===== src/rtl/ifu_pkg.sv =====
// Shared IFU types and constants: cache-line geometry, cache<->fill-engine
// request/response structs and the fill-engine state encoding.
package ifu_pkg;

  localparam int CL_WIDTH   = 128;
  localparam int WORD_WIDTH = 32;
  localparam int FILL_BEATS = CL_WIDTH / WORD_WIDTH;

  typedef struct packed {
    logic [31:0] fill_requested_address;
    logic        fill_requested_address_valid;
  } t_cache2i_mem_req;

  typedef struct packed {
    logic                valid;
    logic [31:0]         address;
    logic [CL_WIDTH-1:0] filled_instruction;
  } t_i_mem2cache_rsp;

  typedef enum logic [1:0] {
    IDLE,
    ISSUE,
    COLLECT,
    RESP
  } t_fill_state;

  typedef struct packed {
    logic [31:0] addr;
    logic        valid;
  } t_imem_word_req;

  // Cache lines are 16-byte aligned; the low nibble never reaches memory.
  function automatic logic [31:0] line_align(input logic [31:0] a);
    return a & ~32'h0000_000F;
  endfunction

endpackage


===== src/rtl/ifu_fill_fifo.sv =====
// Fill-request FIFO holding line addresses; all entries and their occupancy
// bits are exported so the top level can look for duplicate lines.
module ifu_fill_fifo import ifu_pkg::*; #(
  parameter int DEPTH = 2
) (
  input  logic                   clk_i,
  input  logic                   rst_ni,
  input  logic                   push_i,
  input  logic [31:0]            push_data_i,
  input  logic                   pop_i,
  output logic [31:0]            pop_data_o,
  output logic                   full_o,
  output logic                   empty_o,
  output logic [DEPTH-1:0]       entry_vld_o,
  output logic [DEPTH-1:0][31:0] entry_o
);

  localparam int AW = (DEPTH > 1) ? $clog2(DEPTH) : 1;

  logic [AW-1:0]             wr_ptr_q, rd_ptr_q;
  logic [DEPTH-1:0]          vld_q, vld_d;
  logic [DEPTH-1:0][31:0]    mem_q;
  logic                      pop_ok;

  assign pop_ok  = pop_i && !empty_o;
  assign full_o  = &vld_q;
  assign empty_o = ~|vld_q;

  // Pop clears before push sets, so a full FIFO can pop and push the same slot.
  always_comb begin
    vld_d = vld_q;
    if (pop_ok) vld_d[rd_ptr_q] = 1'b0;
    if (push_i) vld_d[wr_ptr_q] = 1'b1;
  end

  always_ff @(posedge clk_i or negedge rst_ni) begin
    if (!rst_ni) begin
      wr_ptr_q <= '0;
      rd_ptr_q <= '0;
      vld_q    <= '0;
    end else begin
      if (push_i) wr_ptr_q <= wr_ptr_q + AW'(1);
      if (pop_ok) rd_ptr_q <= rd_ptr_q + AW'(1);
      vld_q <= vld_d;
    end
  end

  always_ff @(posedge clk_i) begin
    if (push_i) mem_q[wr_ptr_q] <= push_data_i;
  end

  assign pop_data_o  = mem_q[rd_ptr_q];
  assign entry_vld_o = vld_q;
  assign entry_o     = mem_q;

endmodule


===== src/rtl/ifu_imem_fill.sv =====
// Instruction-memory fill engine: queues line fills, reads each line as word
// beats and returns the assembled line. Optional IFU_FILL_DEDUP_EN drops
// requests for a line that is already queued or in flight.
module ifu_imem_fill import ifu_pkg::*; #(
  parameter int REQ_FIFO_DEPTH = 2
) (
  input  logic             Clk,
  input  logic             RstN,
  input  t_cache2i_mem_req cache2i_mem_req,
  output logic             fill_req_ready,
  output t_i_mem2cache_rsp i_mem2cache_rsp,
  output logic             mem_req_valid,
  output logic [31:0]      mem_req_addr,
  input  logic             mem_req_ready,
  input  logic             mem_rsp_valid,
  input  logic [31:0]      mem_rsp_data,
  output logic             fill_busy
);

  localparam int BEATS = FILL_BEATS;
  localparam int CW    = $clog2(BEATS);

`ifdef IFU_FILL_DEDUP_EN
  localparam bit DEDUP_EN = 1'b1;
`else
  localparam bit DEDUP_EN = 1'b0;
`endif

  t_fill_state                     state_q, state_d;
  logic [31:0]                     line_addr_q, line_addr_d;
  logic [CW-1:0]                   issue_cnt_q, issue_cnt_d;
  logic [CW-1:0]                   rsp_cnt_q, rsp_cnt_d;
  logic [CL_WIDTH-1:0]             line_q, line_d;
  t_i_mem2cache_rsp                rsp_q, rsp_d;
  t_imem_word_req                  word_req;

  logic                            fifo_push, fifo_pop, fifo_full, fifo_empty;
  logic [31:0]                     fifo_head;
  logic [REQ_FIFO_DEPTH-1:0]       fifo_vld;
  logic [REQ_FIFO_DEPTH-1:0][31:0] fifo_entries;
  logic [31:0]                     req_line;
  logic                            accept, dup;

  assign req_line       = line_align(cache2i_mem_req.fill_requested_address);
  assign fill_req_ready = !fifo_full;
  assign accept         = cache2i_mem_req.fill_requested_address_valid && fill_req_ready;

  always_comb begin
    dup = (state_q != IDLE) && (line_addr_q == req_line);
    for (int i = 0; i < REQ_FIFO_DEPTH; i++) begin
      if (fifo_vld[i] && (fifo_entries[i] == req_line)) dup = 1'b1;
    end
  end

  // A duplicate is still acknowledged through ready; it just never enters the queue.
  assign fifo_push = accept && !(DEDUP_EN && dup);

  ifu_fill_fifo #(
    .DEPTH(REQ_FIFO_DEPTH)
  ) u_fifo (
    .clk_i      (Clk),
    .rst_ni     (RstN),
    .push_i     (fifo_push),
    .push_data_i(req_line),
    .pop_i      (fifo_pop),
    .pop_data_o (fifo_head),
    .full_o     (fifo_full),
    .empty_o    (fifo_empty),
    .entry_vld_o(fifo_vld),
    .entry_o    (fifo_entries)
  );

  always_comb begin
    state_d     = state_q;
    line_addr_d = line_addr_q;
    issue_cnt_d = issue_cnt_q;
    rsp_cnt_d   = rsp_cnt_q;
    line_d      = line_q;
    fifo_pop    = 1'b0;
    word_req    = '0;

    case (state_q)
      IDLE: begin
        if (!fifo_empty) begin
          fifo_pop    = 1'b1;
          line_addr_d = fifo_head;
          issue_cnt_d = '0;
          rsp_cnt_d   = '0;
          state_d     = ISSUE;
        end
      end
      ISSUE: begin
        word_req.valid = 1'b1;
        word_req.addr  = line_addr_q + 32'({issue_cnt_q, 2'b00});
        if (mem_req_ready) begin
          issue_cnt_d = issue_cnt_q + CW'(1);
          if (issue_cnt_q == CW'(BEATS - 1)) state_d = COLLECT;
        end
      end
      COLLECT: ;
      RESP:    state_d = IDLE;
      default: state_d = IDLE;
    endcase

    // Responses may overtake the last issue; the final beat always wins to RESP.
    if (((state_q == ISSUE) || (state_q == COLLECT)) && mem_rsp_valid) begin
      for (int b = 0; b < BEATS; b++) begin
        if (rsp_cnt_q == CW'(b)) line_d[b*WORD_WIDTH +: WORD_WIDTH] = mem_rsp_data;
      end
      rsp_cnt_d = rsp_cnt_q + CW'(1);
      if (rsp_cnt_q == CW'(BEATS - 1)) state_d = RESP;
    end
  end

  always_comb begin
    rsp_d       = rsp_q;
    rsp_d.valid = 1'b0;
    if (state_d == RESP) begin
      rsp_d.valid              = 1'b1;
      rsp_d.address            = line_addr_q;
      rsp_d.filled_instruction = line_d;
    end
  end

  always_ff @(posedge Clk or negedge RstN) begin
    if (!RstN) begin
      state_q     <= IDLE;
      line_addr_q <= '0;
      issue_cnt_q <= '0;
      rsp_cnt_q   <= '0;
      line_q      <= '0;
      rsp_q       <= '0;
    end else begin
      state_q     <= state_d;
      line_addr_q <= line_addr_d;
      issue_cnt_q <= issue_cnt_d;
      rsp_cnt_q   <= rsp_cnt_d;
      line_q      <= line_d;
      rsp_q       <= rsp_d;
    end
  end

  assign i_mem2cache_rsp = rsp_q;
  assign mem_req_valid   = word_req.valid;
  assign mem_req_addr    = word_req.addr;
  assign fill_busy       = (state_q != IDLE) || !fifo_empty;

endmodule


===== config.mk =====
export PLATFORM = sky130hd
export DESIGN_NAME = ifu_imem_fill
export DESIGN_NICKNAME = d
export VERILOG_FILES = /design/src/rtl/ifu_pkg.sv /design/src/rtl/ifu_fill_fifo.sv /design/src/rtl/ifu_imem_fill.sv
export SDC_FILE = /design/constraint.sdc
export NUM_CORES = 1
export LEC_CHECK = 0
export CELL_PAD_IN_SITES_DETAIL_PLACEMENT = 1
export CELL_PAD_IN_SITES_GLOBAL_PLACEMENT = 1
export CORE_ASPECT_RATIO = 1.2
export CORE_MARGIN = 2
export CORE_UTILIZATION = 44
export CTS_CLUSTER_SIZE = 14
export DETAILED_ROUTE_END_ITERATION = 6
export PLACE_DENSITY_LB_ADDON = 0.1
export REMOVE_ABC_BUFFERS = 1
export SLEW_MARGIN = 25
export SYNTH_ARGS = -nofsm -noshare
export SYNTH_HDL_FRONTEND = slang
export SYNTH_HIERARCHICAL = 1
export SYNTH_SLANG_ARGS = --single-unit

===== constraint.sdc =====
create_clock -name Clk -period 3.8 [get_ports Clk]
set_input_delay 0.95 -clock Clk [delete_from_list [all_inputs] [get_ports Clk]]
set_output_delay 0.95 -clock Clk [all_outputs]
set_load 0.005 [all_outputs]

==> out/metrics.csv <==
stage,metric,value,unit
run_status,run status,"complete, no violations",
logic_synthesis,number of synthesized flops with an enable pin,64,
pwr,leakage power summed over all cells,8.609,nW
cts,CTS tree,built,
cts,clock-pin slew on the worst setup and hold paths,60,ps
global_route,largest net degree at the start of global routing,92,
global_route,global router's overall resource usage,0.1983,
drt,post-route antenna net violation count,0,
worst_setup_path,CP Cell Sequence,ha_4 -> fa_2 -> nand2_4 -> or4b_4 -> buf_6 -> or3_4 -> a21oi_2 -> buf_2,
logic_synthesis,"Avg Cell Area, Syn",16.04,um^2
timing,final critical-path share of the clock period,0.9890,
worst_setup_path,Register-to-Register Setup Slack,790,ps
worst_setup_path,CP Max Fanout,5,
drt,via count,9104,
cts,total CTS buffers,42,
logic_synthesis,netlist area before placement,15690,um^2
logic_synthesis,cell accounting for the most synthesized area,dfrtp_1,
logic_synthesis,post-synthesis sequential area ratio,0.6506,
global_route,gr ovfl total,0,
drt,1st-iter DRT viols,301,
worst_setup_path,signal arrival time at the worst endpoint,2810,ps
min_path,Worst Hold Class,primary input to async pin,
worst_setup_path,number of cells on the worst reg-to-reg path,8,
logic_synthesis,leading post-synthesis cells by cell area,"dfrtp_1 53%, mux2_2 23%, edfxtp_1 12%",
worst_setup_path,critical path capture point type,output port,
die,effective utilization at floorplan,0.4470,
layout,Filler Cells Inserted,3299,
timing,Clock Skews,13.72,ps
placement,detailed-placement wirelength estimate,22870,um
worst_setup_path,Critical Path Start Type,register,
logic_synthesis,Unique masters post-synth,48,
pwr,PD cells,894.7,nW/um^2
logic_synthesis,Yosys top cell area share,0.5280,
timing,worst slew margin relative to its limit,0.3628,
timing,final number of hold-violating endpoints,0,
worst_setup_path,slowest library cell on the worst path,or4b_4,
timing,slew of the pin with the lowest slew margin,954.7,ps
worst_setup_path,crit path kind,register to output port,
cts,insertion delay of the later-clocked pin in the worst-skew pair,540,ps
timing,maximum frequency from static timing analysis,266.1,MHz
global_route,via count of the first global-routing pass,10130,
worst_setup_path,data required time at the worst endpoint,2850,ps
drt,post-detailed-route via-to-cell ratio,5.132,
cts,Root Driver,clkbuf_16,
pwr,worst ir drop on vdd,457.7,uV
global_route,first-pass GRT wire length,57250,um
die,Top-Level Pins,265,
global_route,number of antenna violations at the first check in global routing,1,
logic_synthesis,Gate Count Post-Synth,978,
drt,detailed-route wire length per cell,20.28,um
die,die extent in y,210.8,um
timing,Final Critical Period,3758,ps
layout,utilization after layout,0.5827,
layout,NumNets Final,1360,
cts,Clock Sink Count,395,
die,core outline area,35100,um^2
cts,Max Root-Sink Buffers,3,
placement,Final GP Congestion,0.7339,
logic_synthesis,most common library cells after synthesis,"331 x dfrtp_1, 315 x mux2_2, 64 x edfxtp_1",
die,die area,37180,um^2
layout,signed area change from the synthesized netlist to the final layout,30.37,%
timing,# setup viols final,0,
timing,Slew Limit Fails,0,
logic_synthesis,most repeated cell in the gate-level netlist after synthesis,dfrtp_1,
drt,wire length reported by the detailed router,35970,um
layout,share of layout cells above drive strength 1,0.3684,
logic_synthesis,"flops & latches, synth",395,
logic_synthesis,post-synthesis async set-or-reset flop share,0.8380,
timing,Fin Setup TNS,0,ps
drt,DRC,0,
die,width of the chip,176.4,um
cts,depth of the CTS H-tree,2,
worst_setup_path,worst flop-to-flop path endpoint,i_mem2cache_rsp[5],
timing,post-route worst hold slack,378.3,ps
job,MaxCap Viol Count,0,
drt,DR pass1 iterations,4,
worst_setup_path,maximum cell stage delay along the critical path,580,ps
worst_setup_path,r2r startpoint,state_q[1],
cts,quantity of hold-fixing buffers added after cts,0,
placement,# port buffers,260,
die,number of cell rows,75,
logic_synthesis,total number of yosys warnings,6,
logic_synthesis,commonest register cell after synthesis,dfrtp_1,
## per-stage QoR
| stage | instances | cell area (um^2) | setup WS (ps) | total power (W) |
|---|---|---|---|---|
| 6_report | 1774 | 20450 | 41.65 | 0.01830 |
| 5_1_grt | 1773 | 20450 | -16.96 | 0.01950 |
| 4_1_cts | 1773 | 20400 | 6.423 | 0.01855 |
| 3_5_place_dp | 1686 | 18960 | 164.7 | 0.01446 |
| 3_3_place_gp | 1686 | 18960 | 221.2 | 0.01418 |
| 2_1_floorplan | 937 | 15450 | -2579 | 0.01096 |
## metal layers
layer  vias to the layer above  global-route usage  share of wire
met5                         -                   0              0
met4                         0             0.05101          0.020
met3                        51             0.06875          0.080
met2                       226              0.3371           0.50
met1                      4695              0.2413           0.40
li1                       4132                   -              -
## layout make-up
cell class	count	area, um^2	share of cell area
Antenna cell	1	2.502	0.0001224
Clock buffer	58	1192	0.05831
Clock inverter	17	142.6	0.006975
Inverter	9	33.78	0.001652
Multi-Input combinational cell	534	5349	0.2615
Sequential cell	395	10210	0.4992
Tap cell	462	578.1	0.02827
Timing Repair Buffer	298	2943	0.1439
## sequential cells by signal, indices dropped and copies added, names as in the netlist
name / cells
issue_cnt_q: 2
i_mem2cache_rsp: 161
u_fifo/entry_o: 64
rsp_cnt_q: 2
u_fifo/entry_vld_o: 2
state_q: 2
line_q: 128
u_fifo/wr_ptr_q: 1
u_fifo/rd_ptr_q: 1
line_addr_q: 32
## worst max-delay path, delay by kind of cell, from the launching register on
family / cells / cell delay, ps
buf+inv: 2 / 300
flops: 1 / 410
simple gates: 3 / 1020
compound gates: 1 / 140
fa+ha+maj: 2 / 400
## cells by family (layout without fill, tap and decap cells)
logic type,Yosys count,after routing,share of synthesized area
simple gates,99,100,0.03518
other cells,1,9,0.0002391
fa+ha+maj,11,11,0.009253
buf+inv,57,382,0.01906
mux,353,353,0.2599
flops,395,395,0.6506
compound gates,50,50,0.01914
xor+xnor,12,12,0.006701
## report_power, final
group | internal, W | switching (W) | total (W)
Clock | 0.00233 | 0.00164 | 0.00397
Sequential | 0.00623 | 0.00103 | 0.00727
Combinational | 0.00434 | 0.00272 | 0.00706
Total | 0.0129 | 0.00540 | 0.0183
## layout by cell type (no fill, tap or decap), drive strengths merged, types with 5 or more instances in the layout
cell type        n
mux2           350
dfrtp          331
clkdlybuf4s50  241
edfxtp          64
clkbuf          58
buf             46
nand2           24
a21oi           18
o21ai           15
nor2            12
inv             11
clkinv          11
ha              10
xnor2            9
dlygate4sd2      9
nand3            9
o31ai            9
or4              9
conb             8
and2             7
or3              7
nand4            6
and4             5
nor2b            5
## timing repair
action | CTS | global route
pin swaps | 12 | 7
buffers inserted | 12 | 1
endpoints found under the hold margin | 0 | 0
setup endpoints to repair | 18 | 10
gates resized for setup | 52 | 13
cloned | 1 | 0
## worst max path at each step
stage | from | to | slack, ps
2_1_floorplan | state_q[1] | i_mem2cache_rsp[0] | -2580
3_3_place_gp | line_addr_q[2] | mem_req_addr[26] | 220
3_5_place_dp | line_addr_q[2] | mem_req_addr[18] | 160
4_1_cts | line_addr_q[2] | mem_req_addr[20] | 6
5_1_grt | line_addr_q[2] | mem_req_addr[18] | -20
6_report | line_addr_q[2] | mem_req_addr[18] | 40
Note: power is estimated with default switching activity, not from simulation.
